`src/rtl/video_pkg.sv`:
```
// Shared definitions for the video test-pattern source: pattern codes,
// FSM state encoding and beat geometry.
package video_pkg;

    localparam int PIX_W = 24;
    localparam int PPC   = 4;

    localparam logic [1:0] PAT_GRAD  = 2'd0;
    localparam logic [1:0] PAT_CHECK = 2'd1;
    localparam logic [1:0] PAT_CNT   = 2'd2;
    localparam logic [1:0] PAT_FLAT  = 2'd3;

    typedef enum logic [1:0] {
        ST_IDLE   = 2'd0,
        ST_ACTIVE = 2'd1,
        ST_GAP    = 2'd2
    } state_t;

endpackage

```
`src/rtl/video_pattern_px.sv`:
```
// Combinational generator for one 24-bit RGB pixel of the selected test pattern.
module video_pattern_px
    import video_pkg::*;
#(
    parameter int XW = 6,
    parameter int YW = 6
) (
    input  logic [XW-1:0]    i_px,
    input  logic [YW-1:0]    i_y,
    input  logic [7:0]       i_f,
    input  logic [23:0]      i_cnt,
    input  logic [1:0]       i_pat,
    output logic [PIX_W-1:0] o_pix
);

    logic [7:0] w_px8;
    logic [7:0] w_y8;

    // Coordinates are narrower than a colour channel for small frames.
    if (XW >= 8) begin : g_px_wide
        assign w_px8 = i_px[7:0];
    end else begin : g_px_narrow
        assign w_px8 = {{(8-XW){1'b0}}, i_px};
    end

    if (YW >= 8) begin : g_y_wide
        assign w_y8 = i_y[7:0];
    end else begin : g_y_narrow
        assign w_y8 = {{(8-YW){1'b0}}, i_y};
    end

    always_comb begin
        o_pix = '0;
        case (i_pat)
            PAT_GRAD:  o_pix = {w_px8, w_y8, i_f};
            PAT_CHECK: o_pix = (w_px8[3] ^ w_y8[3]) ? 24'hFFFFFF : 24'h000000;
            PAT_CNT:   o_pix = i_cnt;
            PAT_FLAT:  o_pix = {i_f, ~i_f, i_f};
            default:   o_pix = '0;
        endcase
    end

endmodule

```
`src/rtl/video_src_uhd_4.sv`:
```
// AXI4-Stream video source: four RGB pixels per beat, tuser at frame start,
// tlast at end of line, programmable idle gap between frames.
module video_src_uhd_4
    import video_pkg::*;
#(
    parameter int WIDTH  = 64,
    parameter int HEIGHT = 64,
    parameter int GAP    = 16
) (
    input  logic        m_axis_video_aclk,
    input  logic        m_axis_video_arst,
    input  logic        enable,
    input  logic [1:0]  pattern,
    output logic [95:0] VIDEO_OUT_tdata,
    output logic        VIDEO_OUT_tvalid,
    input  logic        VIDEO_OUT_tready,
    output logic        VIDEO_OUT_tuser,
    output logic        VIDEO_OUT_tlast,
    output logic [7:0]  frame_cnt,
    output logic        busy,
    output logic [1:0]  state_dbg
);

    // Handshake: a beat transfers on a rising edge where tvalid & tready.
    // tvalid is held until that edge; tdata/tuser/tlast are stable meanwhile.

    localparam int XW = (WIDTH  > 1) ? $clog2(WIDTH)  : 1;
    localparam int YW = (HEIGHT > 1) ? $clog2(HEIGHT) : 1;
    localparam int GW = $clog2(GAP + 1);

    localparam logic [XW-1:0] X_LAST = XW'(WIDTH - PPC);
    localparam logic [YW-1:0] Y_LAST = YW'(HEIGHT - 1);
    localparam logic [GW-1:0] G_LAST = GW'(GAP - 1);

    state_t r_state;
    state_t w_next;

    logic [XW-1:0] r_x;
    logic [YW-1:0] r_y;
    logic [23:0]   r_cnt;
    logic [GW-1:0] r_gap;
    logic [7:0]    r_f;
    logic [1:0]    r_pat;
    logic [95:0]   r_tdata;
    logic          r_tuser;
    logic          r_tlast;
    logic [7:0]    r_frame_cnt;

    logic          w_load;
    logic          w_hs;
    logic          w_last_x;
    logic          w_last_y;
    logic          w_frame_end;
    logic          w_gap_done;
    logic [XW-1:0] w_nx;
    logic [YW-1:0] w_ny;
    logic [23:0]   w_ncnt;
    logic [7:0]    w_nf;
    logic [1:0]    w_npat;
    logic [95:0]   w_beat;

    assign w_hs        = (r_state == ST_ACTIVE) && VIDEO_OUT_tready;
    assign w_last_x    = (r_x == X_LAST);
    assign w_last_y    = (r_y == Y_LAST);
    assign w_frame_end = w_hs && w_last_x && w_last_y;
    assign w_gap_done  = (r_gap == G_LAST);

    always_ff @(posedge m_axis_video_aclk or posedge m_axis_video_arst) begin
        if (m_axis_video_arst) begin
            r_state <= ST_IDLE;
        end else begin
            r_state <= w_next;
        end
    end

    always_comb begin
        w_next = r_state;
        w_load = 1'b0;
        case (r_state)
            ST_IDLE: begin
                if (enable) begin
                    w_next = ST_ACTIVE;
                    w_load = 1'b1;
                end
            end
            ST_ACTIVE: begin
                if (w_frame_end) begin
                    w_next = ST_GAP;
                end
            end
            ST_GAP: begin
                if (w_gap_done) begin
                    if (enable) begin
                        w_next = ST_ACTIVE;
                        w_load = 1'b1;
                    end else begin
                        w_next = ST_IDLE;
                    end
                end
            end
            default: w_next = ST_IDLE;
        endcase
    end

    // Coordinates of the beat that will occupy the output register next:
    // frame origin on a frame start, otherwise the successor of the current beat.
    always_comb begin
        w_nx   = r_x + XW'(PPC);
        w_ny   = r_y;
        w_ncnt = r_cnt + 24'(PPC);
        w_nf   = r_f;
        w_npat = r_pat;
        if (w_last_x) begin
            w_nx = '0;
            w_ny = r_y + YW'(1);
        end
        if (w_load) begin
            w_nx   = '0;
            w_ny   = '0;
            w_ncnt = '0;
            w_nf   = r_frame_cnt;
            w_npat = pattern;
        end
    end

    for (genvar k = 0; k < PPC; k++) begin : g_px
        video_pattern_px #(
            .XW (XW),
            .YW (YW)
        ) u_px (
            .i_px  (w_nx + XW'(k)),
            .i_y   (w_ny),
            .i_f   (w_nf),
            .i_cnt (w_ncnt + 24'(k)),
            .i_pat (w_npat),
            .o_pix (w_beat[k*PIX_W +: PIX_W])
        );
    end

    always_ff @(posedge m_axis_video_aclk or posedge m_axis_video_arst) begin
        if (m_axis_video_arst) begin
            r_x         <= '0;
            r_y         <= '0;
            r_cnt       <= '0;
            r_f         <= '0;
            r_pat       <= '0;
            r_tdata     <= '0;
            r_tuser     <= 1'b0;
            r_tlast     <= 1'b0;
            r_frame_cnt <= '0;
        end else if (w_load || (w_hs && !w_frame_end)) begin
            r_x     <= w_nx;
            r_y     <= w_ny;
            r_cnt   <= w_ncnt;
            r_f     <= w_nf;
            r_pat   <= w_npat;
            r_tdata <= w_beat;
            r_tuser <= (w_nx == '0) && (w_ny == '0);
            r_tlast <= (w_nx == X_LAST);
        end else if (w_frame_end) begin
            r_tuser     <= 1'b0;
            r_tlast     <= 1'b0;
            r_frame_cnt <= r_frame_cnt + 8'd1;
        end
    end

    always_ff @(posedge m_axis_video_aclk or posedge m_axis_video_arst) begin
        if (m_axis_video_arst) begin
            r_gap <= '0;
        end else if ((r_state == ST_GAP) && !w_gap_done) begin
            r_gap <= r_gap + GW'(1);
        end else begin
            r_gap <= '0;
        end
    end

    assign VIDEO_OUT_tdata  = r_tdata;
    assign VIDEO_OUT_tvalid = (r_state == ST_ACTIVE);
    assign VIDEO_OUT_tuser  = r_tuser;
    assign VIDEO_OUT_tlast  = r_tlast;
    assign frame_cnt        = r_frame_cnt;
    assign busy             = (r_state != ST_IDLE);
    assign state_dbg        = r_state;

endmodule
```
`config.mk`:
```
export PLATFORM = sky130hd
export DESIGN_NAME = video_src_uhd_4
export DESIGN_NICKNAME = d
export VERILOG_FILES = /design/src/rtl/video_pkg.sv /design/src/rtl/video_pattern_px.sv /design/src/rtl/video_src_uhd_4.sv
export SDC_FILE = /design/constraint.sdc
export NUM_CORES = 1
export LEC_CHECK = 0
export BUFFER_PORTS_ARGS = -buffer_cell sky130_fd_sc_hd__buf_2
export CAP_MARGIN = 20
export CORE_MARGIN = 10
export CORE_UTILIZATION = 45
export DETAILED_ROUTE_END_ITERATION = 10
export HOLD_SLACK_MARGIN = 0.06
export PLACE_DENSITY = 0.7
export REMOVE_ABC_BUFFERS = 1
export SLEW_MARGIN = 40
export SYNTH_ARGS = -nofsm -noshare
export SYNTH_HDL_FRONTEND = slang
export SYNTH_HIERARCHICAL = 1
export SYNTH_SLANG_ARGS = --single-unit
```
`constraint.sdc`:
```
create_clock -name m_axis_video_aclk -period 6.43 [get_ports m_axis_video_aclk]
set_input_delay 0.3215 -clock m_axis_video_aclk [delete_from_list [all_inputs] [get_ports m_axis_video_aclk]]
set_output_delay 0.3215 -clock m_axis_video_aclk [all_outputs]
set_load 0.005 [all_outputs]
```
==> out/metrics.yaml, run 1 <==
status:
  outcome: "completed"
critical_path:
  start_kind: "flip-flop"
  cpMostUsedCell: "nand2_1"
  critPathArrivalTime_ns: 4.97
  crit_buf_inv: 0
  cp_top_family: "simple AND/OR/NAND/NOR gates"
  slowest_delay_ns: 0.76
  path_cells: "ha_1 > and3_1 > ha_1 > nand2b_1 > nand2_1 > nand2_1 > ha_1 > or4b_2 > nor3b_2 > nand4_1 > xnor2_1 > mux2_1 > nand2_1 > nand2_1 > nand2_1 > nand2_1"
  cp_max_fo: 13
  cp.required_ns: 6.76
  cpMaxStageDelayCell: "or4b_2"
  endpoint_kind: "flip-flop"
  path_class: "flip-flop to flip-flop"
routing:
  ant_nets: 0
  vias_per_cell: 5.685
  drc: 0
  vias: 10590
  drt-total-wl_um: 38620
  drtPass1Iterations: 5
  drt_iter0_markers: 1013
  post_drt_wl_per_cell_um: 20.73
clocking:
  cts_hold_buf: 0
  cts_setup_buffers: 0
  clk_pin_slew_worst_paths_ns: 0.07
  clk_latency_ns: 0.44
  cts_buffers: 17
  cts.path.max_buffers: 2
  cts_num_sinks: 159
  clockRootBuffer: "clkbuf_16"
  cts_resized: 0
  cts_tree: "built"
  htreeDepth: 4
grt:
  grt_pass1_vias: 10240
  gr-total-overflow: 0
  grt_max_degree: 107
  grt_pass1_wl_um: 60240
  antenna_found_initial: 0
  grt_use_total: 0.2421
synth:
  syn_area_per_cell_sq_um: 7.724
  ys_ff_latch: 159
  yosysSeqAreaShare: 0.3509
  ys.flop_type: "dfrtp_1"
  synth_edf_count: 0
  async_reset_ff_frac: 1.000
  synth_cell_types: 68
  netlist_instances: 1468
  synth_warnings: 6
  syn_area_sq_um: 11340
floorplanning:
  core_area_sq_um: 24960
  row_count: 58
  die-area_sq_um: 31950
  initial_core_util: 0.4542
  io_pins: 116
  die_y_um: 178.7
  die_x_um: 178.7
finish:
  diodes: 0
  layout_common_cells: "nand2_1 (471), dfrtp_1 (159), buf_2 (115)"
  mostFrequentLayoutCell: "nand2_1"
  utilization: 0.5063
  final_area_sq_um: 12640
  drive_above_1_share: 0.1468
  area_growth_pct: 11.47
  nets: 1540
  fillers: 2544
timing:
  finalSetupViolCount: 0
  drv_slew: 0
  whs_ns: 0.1056
  tightest_slew_ns: 0.8604
  min_period_ns: 4.633
  clock_skew_ns: 0.01351
  slew_headroom: 0.4220
  tns_ns: 0
  grt_setup_unrepaired: "false"
  post-route-period-util: 0.7205
  fmax_mhz: 215.9
  fin_ws_ns: 1.797
  hold_violations: 0
place:
  post_dp_cell_area_sq_um: 11990
  hpwl_um: 27660
  port-buffer-count: 115
  gp_congestion: 0.9983
  pre_cts_ws_ns: 1.836
hold_path:
  hold_class: "input port to flip-flop"
run:
  maxCapViolations: 0
power_and_ir_drop:
  leakagePower_uw: 0.006396
  powerDensity_nw_per_um2: 487.5
  vdd_drop_max_mv: 0.2341
==> area by class of cell <==
cell class	instances	area, sq um	area share
Tap cell	330	412.9	0.03267
Clock inverter	13	177.7	0.01406
Clock buffer	19	442.9	0.03505
Timing Repair Buffer	130	704.4	0.05574
Multi-Input combinational cell	1181	6798	0.5379
Sequential cell	159	3979	0.3148
Inverter	31	123.9	0.009801
==> layer usage <==
metal | vias up | GRT usage | part of all wire | wire length, um
met1 | 5097 | 0.3210 | 0.43 | 16680
met3 | 80 | 0.04381 | 0.074 | 2866
met2 | 419 | 0.3785 | 0.45 | 17530
met4 | 0 | 0.1082 | 0.040 | 1544
met5 | - | 0 | 0 | 0
li1 | 4996 | - | - | -
==> kinds of logic (layout without fill, tap and decap cells) <==
| logic type | after synthesis | in the layout | share of synthesized area |
|---|---|---|---|
| AND/OR/NAND/NOR | 774 | 774 | 0.3074 |
| AO/OA/AOI/OAI | 252 | 252 | 0.1575 |
| flip-flops | 159 | 159 | 0.3509 |
| buffers and inverters | 128 | 193 | 0.05440 |
| XOR/XNOR | 112 | 112 | 0.08652 |
| multiplexers | 29 | 29 | 0.02781 |
| adder cells (fa/ha/maj) | 14 | 14 | 0.01545 |
==> worst min-delay path, delay by kind of cell <==
family | cells | cell delay, ns
buffers and inverters | 1 | 0.07
and+or+nand+nor | 2 | 0.12
==> cell usage after synthesis, drive strengths merged (4+ instances only) <==
cell type  count  area, sq um
nor3          21        115.1
o32ai          9        78.83
nand3b         8        75.07
a21boi        21        157.7
o22a          32        280.3
a2bb2oi        4        35.03
and2           8        50.05
or2            7        43.79
nor3b          4        35.03
nand2        473         1775
o21bai        40        300.3
clkbuf        46        172.7
nand3         27        140.1
nor2         107        401.6
or3            6        42.54
mux2          20        225.2
nand4         18        131.4
nor4          11        96.34
o21ai         39        195.2
a21o           4        30.03
o22ai         21        131.4
nor2b         49        306.5
xor2          47        411.6
inv           31        116.4
ha            14        175.2
a21oi         60        394.1
buf           51        327.8
nand2b        12        75.07
mux2i          9        90.09
dfrtp        159         3979
xnor2         65        569.3
and3b          5        43.79
==> state kept, by name, indices dropped and copies added (netlist names), 5 cells and up <==
signal,cells
r_y,6
VIDEO_OUT_tdata,96
r_x,6
frame_cnt,8
r_gap,5
r_cnt,24
r_f,8
==> report_power, final <==
group	leakage, uW	switching [uW]	internal, uW
Combinational	0.00401	2180	1310
Sequential	0.00209	243	1320
Clock	0.000297	483	631
Total	0.00640	2900	3260
==> final timing paths <==
kind | from | to | slack [ns] | depth (start not counted)
setup / recovery | r_gap[0] | VIDEO_OUT_tdata[94] | 1.80 | 16
hold / removal | pattern[1] | r_pat[1] | 0.11 | 3
setup reg to reg | r_gap[0] | VIDEO_OUT_tdata[94] | 1.80 | 16
hold reg to reg | VIDEO_OUT_tdata[25] | VIDEO_OUT_tdata[25] | 0.46 | 2
max in group asynchronous | m_axis_video_arst | VIDEO_OUT_tdata[36] | 4.86 | 4
min in group asynchronous | m_axis_video_arst | VIDEO_OUT_tdata[45] | 0.50 | 3
==> through the flow <==
step                      std cells  total power [uW]
after CTS                      1862              6135
final                          1863              6161
after global placement         1830              4977
after floorplan                1371              3953
after global routing           1863              6611
after detailed placement       1830              5003
No activity file was read; power rests on OpenSTA's default activity.
==> inputs of run 2 (changes only) <==
- clock period: 6.43 -> 4.5 ns (I/O delays scaled with it)
==> run 2 against run 1 <==
Against the previous run:
- non-clock buffer count is 32 higher
- via count is 0.23% lower
- flip-flop and latch count stayed put
- setup slack worse by 1.5 ns
- hold slack better by 0.20 ns
- first-iteration DRC count is 7.6% higher
- routed wire length is 0.60% lower
- sequential share of layout area is 0.69 points lower
- sequential power is 42% higher
- final cell count is 1.7% higher
- highest routed layer is now met5
==> out/metrics.yaml, run 2 (synthesized netlist as in run 1, its figures left out) <==
hold_path:
  min_path_cells: 4
  worstHoldEndpoint: "VIDEO_OUT_tlast"
  hold_class: "input port to flip-flop"
  hp-start: "VIDEO_OUT_tready"
critical_path:
  cp.required_ns: 4.83
  path_class: "flip-flop to flip-flop"
  ff2ff_setup_slack_ns: 0.26
  endpoint_kind: "flip-flop"
  cp_max_fo: 13
  critPathArrivalTime_ns: 4.57
  start_kind: "flip-flop"
  r2r-end: "VIDEO_OUT_tdata[46]"
  r2r-start: "r_gap[0]"
  reg2reg_depth: 17
clocking:
  clk_pin_slew_worst_paths_ns: 0.07
  cts.path.max_buffers: 2
  clockRootBuffer: "clkbuf_16"
  cts_resized: 0
  cts_buffers: 17
  clk_latency_ns: 0.44
  cts_tree: "built"
  htreeDepth: 4
  cts_num_sinks: 159
run:
  maxCapViolations: 0
timing:
  slew_headroom: 0.4023
  grt_setup_unrepaired: "false"
  min_period_ns: 4.242
  whs_ns: 0.3008
  fmax_mhz: 235.8
  clock_skew_ns: 0.01530
  drv_slew: 0
  post-route-period-util: 0.9426
  tightest_slew_ns: 0.8932
  fin_ws_ns: 0.2583
  finalSetupViolCount: 0
  hold_violations: 0
floorplanning:
  core_area_sq_um: 24960
  io_pins: 116
  die-area_sq_um: 31950
  row_count: 58
  initial_core_util: 0.4542
  die_x_um: 178.7
  die_y_um: 178.7
routing:
  drt-total-wl_um: 38390
  wl_met3_um: 2630
  post_drt_wl_per_cell_um: 20.27
  drc: 0
  wl_met1_um: 16680
  top_layer_used: "met5"
  drt_iter0_markers: 1090
  vias_per_cell: 5.580
  vias: 10570
  drtPass1Iterations: 5
  ant_nets: 0
  route.met2.wl_um: 17780
finish:
  final_area_sq_um: 12920
  layout_common_cells: "nand2_1 (471), dfrtp_1 (159), buf_2 (115)"
  largest_reg_flops: 96
  nets: 1572
  utilization: 0.5176
  mostFrequentLayoutCell: "nand2_1"
  area_growth_pct: 13.97
  diodes: 0
  drive_above_1_share: 0.1598
power_and_ir_drop:
  clockPowerShare: 0.179
  power_uw: 8913
  powerDensity_nw_per_um2: 689.7
  seqPwrFrac: 0.249
  vdd_drop_max_mv: 0.3357
  netSwitchingFraction: 0.4582
  p_comb_frac: 0.572
  p_int_uw: 4829
  leakagePower_uw: 0.006566
  p_sw_uw: 4083
place:
  hpwl_um: 28450
  pre_cts_ws_ns: 0.3256
  post_dp_cell_area_sq_um: 12270
  gp_congestion: 0.9991
  port-buffer-count: 115
grt:
  grt_pass1_wl_um: 59510
  antenna_found_initial: 1
  gr-total-overflow: 0
  grt_max_degree: 89
  grt_use_total: 0.2402
  grt_pass1_vias: 10190
status:
  outcome: "completed"
-- run 2: cell types whose count changed in the layout (fill, tap and decap cells not counted), moves of 2 or more --
cell           previous run  this run
nor2_1                  103       105
inv_6                     3         5
inv_8                     2         0
dlygate4sd3_1             1         3
clkinv_4                  4         0
buf_6                     2         0
buf_4                    11        39
buf_12                    0         4
nor2_2                    2         0
-- run 2: timing repair --
action                                 in CTS  in global routing
setup endpoints to repair                   0                  0
hold buffers                                3                  0
setup buffers                               0                  0
endpoints found under the hold margin      75                  0
-- run 2: per-stage QoR --
step	setup TNS, ns	std cells
after floorplan	-403.41	1371
after global placement	0	1859
after detailed placement	0	1860
after CTS	0	1894
after global routing	0	1894
final	0	1894
-- run 2: how the worst max path moves through the flow --
stage	to	startpoint	slack, ns	cells past startpoint
after global routing	VIDEO_OUT_tdata[94]	r_gap[0]	0.03	17
after CTS	VIDEO_OUT_tdata[46]	r_gap[0]	0.31	17
after global placement	VIDEO_OUT_tdata[83]	r_gap[0]	0.07	18
after floorplan	r_cnt[21]	r_x[2]	-3.84	5
after detailed placement	VIDEO_OUT_tdata[46]	r_gap[0]	0.33	17
final	VIDEO_OUT_tdata[46]	r_gap[0]	0.26	17
-- run 2: power by group through the flow --
stage	combinational (uW)	sequential, uW	clock, uW
after floorplan	3420	2230	0
after global placement	4980	2230	0
after detailed placement	5050	2240	0
after CTS	5080	2220	1620
after global routing	5620	2290	1690
final	5100	2220	1600
-- run 2: critical path, stage by stage (launching register included) --
cell     delay [ns]
dfrtp_1        0.40
ha_1           0.22
and3_1         0.18
ha_1           0.18
nor2b_1        0.27
nor2_4         0.16
buf_4          0.23
o32ai_1        0.40
buf_4          0.21
nor4b_1        0.66
and2_1         0.34
nand4_1        0.14
xnor2_1        0.15
mux2_1         0.30
nand2_1        0.07
nand2_1        0.06
nand2_1        0.09
nand2_1        0.06
-- run 2: layout make-up --
cell class / count / area [sq um]
inverters: 31 / 121.4
multi-input cells: 1181 / 6790
clock inverters: 12 / 182.7
flip-flops and latches: 159 / 3979
fillers: 2449 / 12040
well taps: 330 / 412.9
clock buffers: 19 / 442.9
repair buffers: 162 / 993.5
-- run 2: per-layer routing --
metal,vias up,global-route usage
li1,5063,-
met1,5073,0.3166
met2,362,0.3875
met3,68,0.04486
met4,2,0.08405
met5,-,0
